==> config.mk <==
export PLATFORM = sky130hd
export DESIGN_NAME = add_accum_ctrl_flat
export DESIGN_NICKNAME = d
export VERILOG_FILES = /design/src/rtl/add_pkg.sv /design/src/rtl/add_accum_ctrl_if.sv /design/src/rtl/add_accum_ctrl.sv /design/src/flat_wrapper.sv
export SDC_FILE = /design/constraint.sdc
export NUM_CORES = 1
export LEC_CHECK = 0
export CORE_AREA = 5 5 108 110
export DETAILED_ROUTE_END_ITERATION = 10
export DIE_AREA = 0 0 113 115
export GPL_ROUTABILITY_DRIVEN = 0
export PLACE_DENSITY = 0.8
export SLEW_MARGIN = 20
export SYNTH_ARGS = -nofsm -noshare
export SYNTH_HDL_FRONTEND = slang
export SYNTH_SLANG_ARGS = --single-unit
==> constraint.sdc <==
create_clock -name clock -period 2.3 [get_ports clock]
set_input_delay 0.575 -clock clock [delete_from_list [all_inputs] [get_ports clock]]
set_output_delay 0.575 -clock clock [all_outputs]
set_load 0.05 [all_outputs]
==> src/rtl/add_pkg.sv <==
// add_pkg: shared width default and accumulator sequencing states for the add stage and its front-end
package add_pkg;
  localparam int ADD_DATA_WIDTH = 32;
  typedef enum logic [2:0] {IDLE, FIRST, NEXT, ISSUE, WAIT, DONE} accum_state_t;
endpackage

==> src/rtl/add_accum_ctrl_if.sv <==
// add_accum_ctrl_if: job control, input stream, add-stage operands and result stream of the accumulator front-end
interface add_accum_ctrl_if #(
  parameter int DATA_WIDTH  = add_pkg::ADD_DATA_WIDTH,
  parameter int COUNT_WIDTH = 8
);
  logic                   start;
  logic [COUNT_WIDTH-1:0] cfg_len;
  logic                   busy;
  logic [DATA_WIDTH-1:0]  in_data;
  logic                   in_valid;
  logic                   in_ready;
  logic                   add_start;
  logic [DATA_WIDTH-1:0]  add_a;
  logic [DATA_WIDTH-1:0]  add_b;
  logic [DATA_WIDTH-1:0]  add_sum;
  logic                   add_complete;
  logic [DATA_WIDTH-1:0]  out_sum;
  logic                   out_ovf;
  logic                   out_valid;
  logic                   out_ready;
  modport ctrl (
    input  start, cfg_len, in_data, in_valid, add_sum, add_complete, out_ready,
    output busy, in_ready, add_start, add_a, add_b, out_sum, out_ovf, out_valid
  );
  modport env (
    output start, cfg_len, in_data, in_valid, add_sum, add_complete, out_ready,
    input  busy, in_ready, add_start, add_a, add_b, out_sum, out_ovf, out_valid
  );
endinterface

==> src/rtl/add_accum_ctrl.sv <==
// add_accum_ctrl: folds a job of stream words into a running sum through the external add stage,
// tracking unsigned wrap locally since add drops its carry
module add_accum_ctrl import add_pkg::*; #(
  parameter int DATA_WIDTH  = ADD_DATA_WIDTH,
  parameter int COUNT_WIDTH = 8,
  parameter int MIN_ADD_LAT = 2
) (
  input logic            clock,
  input logic            reset,
  add_accum_ctrl_if.ctrl bus
);
  localparam int WW = (MIN_ADD_LAT > 2) ? $clog2(MIN_ADD_LAT) : 1;
  localparam logic [WW-1:0] LAT_M1 = WW'(MIN_ADD_LAT - 1);
  accum_state_t           state_d, state_q;
  logic [DATA_WIDTH-1:0]  acc_d, acc_q, op_d, op_q;
  logic [COUNT_WIDTH-1:0] rem_d, rem_q;
  logic                   ovf_d, ovf_q;
  logic [WW-1:0]          wait_d, wait_q;
  logic                   done_ok;
  // complete is trusted only once the add stage could legally have finished
  assign done_ok = bus.add_complete && (wait_q == LAT_M1);
  always_comb begin
    state_d = state_q;
    acc_d   = acc_q;
    op_d    = op_q;
    rem_d   = rem_q;
    ovf_d   = ovf_q;
    wait_d  = wait_q;
    case (state_q)
      IDLE: if (bus.start) begin
        rem_d   = bus.cfg_len;
        ovf_d   = 1'b0;
        acc_d   = '0;
        state_d = (bus.cfg_len == '0) ? DONE : FIRST;
      end
      FIRST: if (bus.in_valid) begin
        acc_d   = bus.in_data;
        rem_d   = rem_q - 1'b1;
        state_d = (rem_q == COUNT_WIDTH'(1)) ? DONE : NEXT;
      end
      NEXT: if (bus.in_valid) begin
        op_d    = bus.in_data;
        rem_d   = rem_q - 1'b1;
        state_d = ISSUE;
      end
      ISSUE: begin
        wait_d  = '0;
        state_d = WAIT;
      end
      WAIT: begin
        wait_d = (wait_q == LAT_M1) ? wait_q : wait_q + 1'b1;
        if (done_ok) begin
          acc_d   = bus.add_sum;
          ovf_d   = ovf_q | (bus.add_sum < acc_q);
          state_d = (rem_q == '0) ? DONE : NEXT;
        end
      end
      DONE: state_d = bus.out_ready ? IDLE : DONE;
      default: state_d = IDLE;
    endcase
  end
  always_ff @(posedge clock or negedge reset) begin
    if (!reset) begin
      state_q <= IDLE;
      acc_q   <= '0;
      op_q    <= '0;
      rem_q   <= '0;
      ovf_q   <= 1'b0;
      wait_q  <= '0;
    end else begin
      state_q <= state_d;
      acc_q   <= acc_d;
      op_q    <= op_d;
      rem_q   <= rem_d;
      ovf_q   <= ovf_d;
      wait_q  <= wait_d;
    end
  end
  assign bus.busy      = state_q != IDLE;
  assign bus.in_ready  = (state_q == FIRST) || (state_q == NEXT);
  assign bus.add_start = state_q == ISSUE;
  assign bus.add_a     = acc_q;
  assign bus.add_b     = op_q;
  assign bus.out_sum   = acc_q;
  assign bus.out_ovf   = ovf_q;
  assign bus.out_valid = state_q == DONE;
endmodule

==> src/flat_wrapper.sv <==
// flat-port wrapper written by rule: the top's interface ports become plain ports
module add_accum_ctrl_flat import add_pkg::*;
#(
  parameter int DATA_WIDTH  = ADD_DATA_WIDTH,
  parameter int COUNT_WIDTH = 8,
  parameter int MIN_ADD_LAT = 2
)
  (clock, reset, bus_start, bus_cfg_len, bus_in_data, bus_in_valid, bus_add_sum, bus_add_complete, bus_out_ready, bus_busy, bus_in_ready, bus_add_start, bus_add_a, bus_add_b, bus_out_sum, bus_out_ovf, bus_out_valid);
  add_accum_ctrl_if #(.DATA_WIDTH(DATA_WIDTH), .COUNT_WIDTH(COUNT_WIDTH)) bus_i ();
  input logic clock;
  input logic reset;
  input wire logic [$bits(bus_i.start)-1:0] bus_start;
  input wire logic [$bits(bus_i.cfg_len)-1:0] bus_cfg_len;
  input wire logic [$bits(bus_i.in_data)-1:0] bus_in_data;
  input wire logic [$bits(bus_i.in_valid)-1:0] bus_in_valid;
  input wire logic [$bits(bus_i.add_sum)-1:0] bus_add_sum;
  input wire logic [$bits(bus_i.add_complete)-1:0] bus_add_complete;
  input wire logic [$bits(bus_i.out_ready)-1:0] bus_out_ready;
  output wire logic [$bits(bus_i.busy)-1:0] bus_busy;
  output wire logic [$bits(bus_i.in_ready)-1:0] bus_in_ready;
  output wire logic [$bits(bus_i.add_start)-1:0] bus_add_start;
  output wire logic [$bits(bus_i.add_a)-1:0] bus_add_a;
  output wire logic [$bits(bus_i.add_b)-1:0] bus_add_b;
  output wire logic [$bits(bus_i.out_sum)-1:0] bus_out_sum;
  output wire logic [$bits(bus_i.out_ovf)-1:0] bus_out_ovf;
  output wire logic [$bits(bus_i.out_valid)-1:0] bus_out_valid;
  assign bus_i.start = bus_start;
  assign bus_i.cfg_len = bus_cfg_len;
  assign bus_i.in_data = bus_in_data;
  assign bus_i.in_valid = bus_in_valid;
  assign bus_i.add_sum = bus_add_sum;
  assign bus_i.add_complete = bus_add_complete;
  assign bus_i.out_ready = bus_out_ready;
  assign bus_busy = bus_i.busy;
  assign bus_in_ready = bus_i.in_ready;
  assign bus_add_start = bus_i.add_start;
  assign bus_add_a = bus_i.add_a;
  assign bus_add_b = bus_i.add_b;
  assign bus_out_sum = bus_i.out_sum;
  assign bus_out_ovf = bus_i.out_ovf;
  assign bus_out_valid = bus_i.out_valid;
  add_accum_ctrl #(.DATA_WIDTH(DATA_WIDTH), .COUNT_WIDTH(COUNT_WIDTH), .MIN_ADD_LAT(MIN_ADD_LAT)) u_core (.clock(clock), .reset(reset), .bus(bus_i));
endmodule
After elaboration in Yosys (flattened, before gate mapping)
Index checks and enable logic that the tools add are counted.
- register bits: 77
- add/subtract/negate cells: 2
- magnitude comparators: 1
- equality and inequality tests: 11
- mux-type cells: 21
- bitwise logic cells: 1
- reduce and logical (&&, ||, !) cells: 16
- operators by type and width (operator ; count):
    2-to-1 mux 32 bit ; 3
    case mux 32 bit (3 select lines) ; 1
    < comparator 32 bit ; 1
    2-to-1 mux 3 bit ; 8
    case mux 3 bit (6 select lines) ; 1
    zero test 8 bit ; 2
    2-to-1 mux 8 bit ; 2
    case mux 8 bit (2 select lines) ; 1
    == test 8 x 1 -> 1 bit (second input constant) ; 1
    AND reduction 4 bit ; 2
    subtractor 8 x 1 -> 8 bit (second input constant) ; 1
    == test 3 x 2 -> 1 bit (second input constant) ; 2
    == test 3 bit (second input constant) ; 2
    != test 2 bit (second input constant) ; 3
    AND reduction 3 bit ; 2
    nonzero test 2 bit ; 3
    nonzero test 3 bit ; 2
    != test 2 x 1 -> 1 bit (second input constant) ; 2
    case mux 1 bit (2 select lines) ; 2
    == test 3 x 1 -> 1 bit (second input constant) ; 1
    zero test 3 bit ; 1
    2-to-1 mux 1 bit ; 3
    AND reduction 2 bit ; 1
    OR reduction 2 bit ; 1
    4 further kinds ; 4

Logic depth before layout (Yosys ltp)
Gate-level depths: netlist of run 1.
- depth after elaboration: 4
- mapped depth: 10

Worst setup path before layout of run 1
No wires, ideal clock.
- path kind: reg-to-reg
- start point: register u_core.acc_q[11], in the netlist u_core.bus.add_a[11]
- end point: register u_core.ovf_q, in the netlist u_core.bus.out_ovf
- setup time: 0.078 ns
- arrival: 2.121 ns
- required time: 2.222 ns
- setup slack: 0.101 ns
- cell stages (with the launch flop): 9
- path buffers: 0
- path through: dfrtp_1 inv_1 ha_1 and4_4 a221oi_2 a21oi_1 a2111oi_0 o31ai_1 a21oi_1
- cells in the longest elaborated chain, start to end: 4
- RTL lines (item ; line ; text):
    from (decl) ; add_accum_ctrl.sv:15 ; logic [DATA_WIDTH-1:0] acc_d, acc_q, op_d, op_q;
    from (signal assigned) ; add_accum_ctrl.sv:65 ; acc_q <= '0;
    from (signal assigned) ; add_accum_ctrl.sv:72 ; acc_q <= acc_d;
    < comparator 32 bit ; add_accum_ctrl.sv:54 ; ovf_d = ovf_q | (bus.add_sum < acc_q);
    bitwise OR 1 bit ; add_accum_ctrl.sv:54 ;
    2-to-1 mux 1 bit ; add_accum_ctrl.sv:52 ; if (done_ok) begin
    case mux 1 bit (2 select lines) ; add_accum_ctrl.sv:29 ; case (state_q)
    to (signal assigned) ; add_accum_ctrl.sv:75 ; ovf_q <= ovf_d;
    to (decl) ; add_accum_ctrl.sv:17 ; logic ovf_d, ovf_q;
Every way passes these cells. The select of a mux whose other input is x is not followed.
A chain may end at the register's enable or synchronous reset.

Final worst setup path of run 1
- start point: register u_core.acc_q[7], in the netlist u_core.bus.add_a[7]
- end point: output port bus_add_a[7]
- RTL lines (item ; line ; text):
    to (decl) ; flat_wrapper.sv:22 ; output wire logic [$bits(bus_i.add_a)-1:0] bus_add_a;
No word-level cell between the ends.

==> qor.yml, run 1 <==
pre_cts_ws_ps: -307
layout_common_cells: "clkdlybuf4s50_1, dfrtp_1, a21oi_1"
floorplan.die_area_mm2: 0.0130
drv_slew: 0
ys_ff_latch: 77
rows: 38
area_delta_synth_final_pct: 42.2
synth_compound_area_share_pct: 17.3
crit_arrival_ps: 1600
antenna_left: 0
skew_ps: 13.5
cts_setup_buffers: 0
syn_nets: 577
critPathLaunchType: "flip-flop"
critPathKind: "flip-flop to output pin"
h-tree-depth: 3
drtIter0Drc: 170
yosysTopAreaCellShare_pct: 41.8
nFillCells: 883
antenna_cells: 0
synthArstFlopShare_pct: 100
grt-ovfl-total: 0
status: "finished, final reports clean"
min_period_over_period_pct: 94.4
r2r_slack_ps: 360
grt_pass1_vias: 4148
syn_avg_cell_area_um2: 9.89
dr.pass1.iters: 5
synth_mux_area_share_pct: 8.72
fp.dieW_um: 113
cp_cell_sequence: "clkdlybuf4s50_1"
hp-class: "input pin to async pin"
finalWorstSetupSlack_ps: 130
yosys.area_share.simple_pct: 10.3
start_util_pct: 43.5
synth_xor_xnor_area_share_pct: 0.353
antenna_found_initial: 0
max-cap-violations: 0
grt_pass1_wl_um: 20700
post-synth-top-area-cell: "dfrtp_1"
r2r_cells: 8
track_usage_pct: 19.6
cts.sink_count: 77
yosys-top-cells-area: "dfrtp_1, ha_1, mux2_2, a21oi_1, a22oi_1"
cp.required_ps: 1730
synth_top_family_by_area: "compound AO/OA/AOI/OAI gates"
post_drt_wl_per_cell_um: 16.8
seq_area_frac_synth_pct: 41.8
synth-edff-count: 0
num_vias: 3980
crit_fanout: 4
dp.cells: 743
cts_inserted_buffers: 9
hold_violations: 0
r2r_end: "u_core.state_q[2]"
core-area_mm2: 0.0106
wl_um: 12800
path_delay_family: "buffers and inverters"
ctsLongestPathBuffers: 2
dp_hpwl_um: 9800
port_buffers: 178
clkLatencyLatePin_ps: 350
crit_path_end_kind: "output pin"
clk_pin_slew_ps: 90
cp_slowest_cell: "clkdlybuf4s50_1"
synth.distinct_cells: 49
cts_tree: "built"
yosysWarnings: 0
io_pins: 179
max_stage_delay_ps: 840
die_h_um: 115
timing.rr.start: "u_core.rem_q[0]"
synthesis.area_mm2: 0.00461
rsz0062_at_grt: "no"
synthAdderAreaFrac_pct: 8.96
finalSetupViolCount: 0
clockRootBuffer: "clkbuf_8"
ys.flop_type: "dfrtp_1"
fin_nets: 725
slew_headroom_pct: 63.3
drc: 0
path_depth: 1
tightest_slew_ps: 549
mostFrequentLayoutCell: "clkdlybuf4s50_1"
hold_buffers: 0
fin_cells: 758
path_buf_inv: 1
fmax_mhz: 461
min_period_ps: 2170
drive_above_1_share_pct: 13.3
viasPerCell: 5.25
grt_max_degree: 41
fin_tns_setup_ps: 0
netlist_instances: 466
through the flow:
stage               cell area [um^2]  hold slack, ps  util, %
floorplan                       4610             279        -
global placement                6330             466     59.7
detailed placement              6330             486     59.7
CTS                             6540             203     61.7
global route                    6550             222     61.8
finish                          6550             196     61.8
how the worst max path moves through the flow:
| stage | endpoint | slack [ps] | from |
|---|---|---|---|
| final | bus_add_a[7] | 130 | u_core.bus.add_a[7] |
| after global routing | bus_add_start | 30 | u_core.state_q[2] |
| after CTS | u_core.bus.out_ovf | 60 | bus_add_sum[9] |
| after detailed placement | u_core.bus.out_ovf | -310 | bus_add_sum[11] |
| after global placement | u_core.bus.out_ovf | -230 | bus_add_sum[11] |
| after floorplan | u_core.bus.out_ovf | 100 | u_core.bus.add_a[11] |
final cells by class:
cell class	instances	area (um^2)	area share, %
Clock inverter	5	75.1	1.15
Inverter	38	143	2.18
Clock buffer	10	138	2.10
Multi-Input combinational cell	294	2110	32.3
Sequential cell	77	1930	29.5
Timing Repair Buffer	194	1980	30.2
Tap cell	140	175	2.67
worst register-to-register path: stages, from the launching register on:
cell,delay (ps)
dfrtp_1,430
inv_1,80
ha_1,190
nor4b_1,430
nand2_1,160
mux2i_1,150
a32o_1,160
a21oi_1,70
o21ai_0,180
layer usage:
layer  vias to the layer above  global-route usage (%)  share of wire, %
li1                       1920                       -                 -
met1                      1899                    23.9                41
met3                        10                    4.63               6.9
met2                       151                    34.3                51
met4                         0                    6.65              0.92
met5                         -                       0                 0
registers in the layout, summed over array words and instances (netlist names):
register,cells
u_core.bus.add_a,32
u_core.bus.out_ovf,1
u_core.bus.add_b,32
u_core.wait_q,1
u_core.state_q,3
u_core.rem_q,8
timing repair:
item | 4_1_cts | 5_1_grt
cloned | 0 | 0
gates resized for setup | 1 | 3
pin swaps | 0 | 1
setup endpoints to repair | 2 | 2
synthesized netlist by cell type, types with 2 or more instances:
master,count
dfrtp_1,77
a21oi_1,52
nor2_1,46
inv_1,38
a22oi_1,33
ha_1,33
buf_4,32
mux2_2,32
nand2_1,14
buf_6,12
nor3_1,10
o21ai_0,10
buf_2,9
nand4_1,5
clkbuf_1,4
nand3_1,4
nor2b_1,4
a21o_1,3
a31oi_1,3
and3_1,3
mux2i_1,3
a2111oi_0,2
a211oi_1,2
nand2b_1,2
nor4_1,2
nor4b_1,2
o211ai_1,2
o21a_1,2
o21bai_1,2
o22a_1,2
o22ai_1,2
o31ai_1,2
cells by family after synthesis:
family	after synthesis
compound gates	125
simple gates	99
buf+inv	95
flops	77
mux	36
fa+ha+maj	33
xor+xnor	1
Power of run 1 is not shown: default switching activity piles up to over one toggle a cycle in this logic, so the estimate is an artifact.
==> run 2, diff against run 1 <==
--- a/config.mk
+++ b/config.mk
@@ -5,6 +5,7 @@
 export SDC_FILE = /design/constraint.sdc
 export NUM_CORES = 1
 export LEC_CHECK = 0
+export ABC_CLOCK_PERIOD_IN_PS = 2400
 export CORE_AREA = 5 5 108 110
 export DETAILED_ROUTE_END_ITERATION = 10
 export DIE_AREA = 0 0 113 115
==> constraint.sdc (replaced) <==
create_clock -name clock -period 2.4 [get_ports clock]
set_input_delay 0.48 -clock clock [delete_from_list [all_inputs] [get_ports clock]]
set_output_delay 0.48 -clock clock [all_outputs]
set_load 0.05 [all_outputs]
==> qor.yml, run 2 (synthesized netlist as in run 1, its figures left out) <==
timing.rr.start: "u_core.bus.add_a[11]"  # was u_core.rem_q[0]
utilization_pct: 60.5  # was 61.8%
wl_um: 12800  # about the same
clk_pin_slew_ps: 70  # was 90 ps
crit_path_end: "u_core.bus.out_ovf"  # was bus_add_a[7]
grt_pass1_wl_um: 20800  # was 20700 um
hold_violations: 0  # unchanged
fin_cells: 753  # was 758
cts_inserted_buffers: 9  # unchanged
cts_resized: 0  # was 1
cts_setup_buffers: 0  # unchanged
fmax_mhz: 437
dp.cells: 738  # was 743
tightest_slew_ps: 523  # was 549 ps
drv_slew: 0  # unchanged
viasPerCell: 5.31  # was 5.25
critPathKind: "input pin to flip-flop"  # was flip-flop to output pin
clockRootBuffer: "clkbuf_8"  # unchanged
cp_cell_sequence: "clkdlybuf4s50_1, ha_1, and4_4, a221oi_2, a21oi_1, a2111oi_0, o31ai_1, a21oi_1"  # was clkdlybuf4s50_1
antenna_cells: 0  # unchanged
critPathLaunchType: "input pin"  # was flip-flop
post_drt_wl_per_cell_um: 17.0  # was 16.8 um
cp-startpoint: "bus_add_sum[11]"  # was u_core.bus.add_a[7]
track_usage_pct: 19.9  # was 19.6%
hp-class: "input pin to async pin"  # unchanged
area_delta_synth_final_pct: 39.2  # was 42.2%
status: "finished, final reports clean"  # unchanged
nFillCells: 899  # was 883
ctsLongestPathBuffers: 2  # unchanged
dp_hpwl_um: 9710  # was 9800 um
r2r_end: "u_core.bus.out_ovf"  # was u_core.state_q[2]
io_pins: 179  # unchanged
r2r_slack_ps: 230  # was 360 ps
start_util_pct: 43.5  # unchanged
cts_tree: "built"  # unchanged
layout_common_cells: "clkdlybuf4s50_1, dfrtp_1, a21oi_1"  # unchanged
cp_slowest_cell: "a2111oi_0"  # was clkdlybuf4s50_1
dr.pass1.iters: 5  # unchanged
grt-ovfl-total: 0  # unchanged
num_vias: 4000  # was 3980
cts.sink_count: 77  # unchanged
crit_top_cell: "a21oi_1"
mostFrequentLayoutCell: "clkdlybuf4s50_1"  # unchanged
drive_above_1_share_pct: 11.7  # was 13.3%
antenna_found_initial: 0  # unchanged
slew_headroom_pct: 64.6  # was 63.3%
grt_pass1_vias: 4172  # was 4148
min_period_over_period_pct: 95.3
clkLatencyLatePin_ps: 340  # was 350 ps
r2r_cells: 8  # unchanged
drc: 0  # unchanged
grt_max_degree: 65  # was 41
rsz0062_at_grt: "no"  # unchanged
max-cap-violations: 0  # unchanged
min_period_ps: 2290
port_buffers: 178  # unchanged
rows: 38  # unchanged
fp.dieW_um: 113  # unchanged
core-area_mm2: 0.0106  # unchanged
h-tree-depth: 3  # unchanged
crit_path_end_kind: "flip-flop"  # was output pin
antenna_left: 0  # unchanged
crit_arrival_ps: 2560  # was 1600 ps
drtIter0Drc: 258  # was 170
cp.required_ps: 2670  # was 1730 ps
crit_fanout: 3  # was 4
fin_tns_setup_ps: 0  # unchanged
floorplan.die_area_mm2: 0.0130  # unchanged
max_stage_delay_ps: 440  # was 840 ps
die_h_um: 115  # unchanged
finalSetupViolCount: 0  # unchanged
fin_nets: 720  # was 725
skew_ps: 6.06  # was 13.5 ps
hold_buffers: 0  # unchanged
==> run 2: critical path: cells and delay by family <==
kind	cells	cell delay, ps
buffers and inverters	1	430
adders and majority gates	1	340
and+or+nand+nor	1	220
AOI/OAI and AO/OA	5	1080
==> run 2: worst min-delay path by stage <==
stage,start,to,slack (ps),cells past startpoint
floorplan,reset,u_core.bus.add_a[0],180,0
global placement,reset,u_core.rem_q[0],470,1
detailed placement,reset,u_core.rem_q[0],480,1
CTS,reset,u_core.rem_q[0],90,1
global route,reset,u_core.bus.add_b[28],110,1
finish,reset,u_core.rem_q[3],100,1
==> run 2: final cells by class <==
class	instances	area (um^2)	area share, %
clock inverters	2	10.0	0.156
repair buffers	189	1900	29.7
multi-input cells	294	2110	32.9
clock buffers	13	149	2.32
well taps	140	175	2.73
flip-flops and latches	77	1930	30.1
inverters	38	143	2.22
==> run 2: metrics by stage <==
step / area, um^2 / setup slack (ps) / hold WS [ps]
after floorplan: 4610 / 201 / 184
after global placement: 6250 / -55.2 / 466
after detailed placement: 6250 / -174 / 476
after CTS: 6410 / 151 / 92.0
after global routing: 6410 / 77.0 / 106
final: 6410 / 112 / 95.7
==> run 2: per-layer routing <==
metal	GRT usage [%]	vias to the layer above	wire length, um
met3	5.84	18	891
li1	-	1906	-
met2	34.8	159	6680
met5	0	-	0
met1	23.4	1917	5040
met4	6.65	0	208
Power of run 2 is left out for the same reason.
==> run 3, diff against run 2 <==
--- a/config.mk
+++ b/config.mk
@@ -7,6 +7,7 @@
 export LEC_CHECK = 0
 export ABC_CLOCK_PERIOD_IN_PS = 2400
 export CORE_AREA = 5 5 108 110
+export CTS_CLUSTER_SIZE = 20
 export DETAILED_ROUTE_END_ITERATION = 10
 export DIE_AREA = 0 0 113 115
 export GPL_ROUTABILITY_DRIVEN = 0
==> results of run 3 <==
Final layout, timing and power as in run 2 (identical DEF).
Power of run 3 is left out for the same reason.
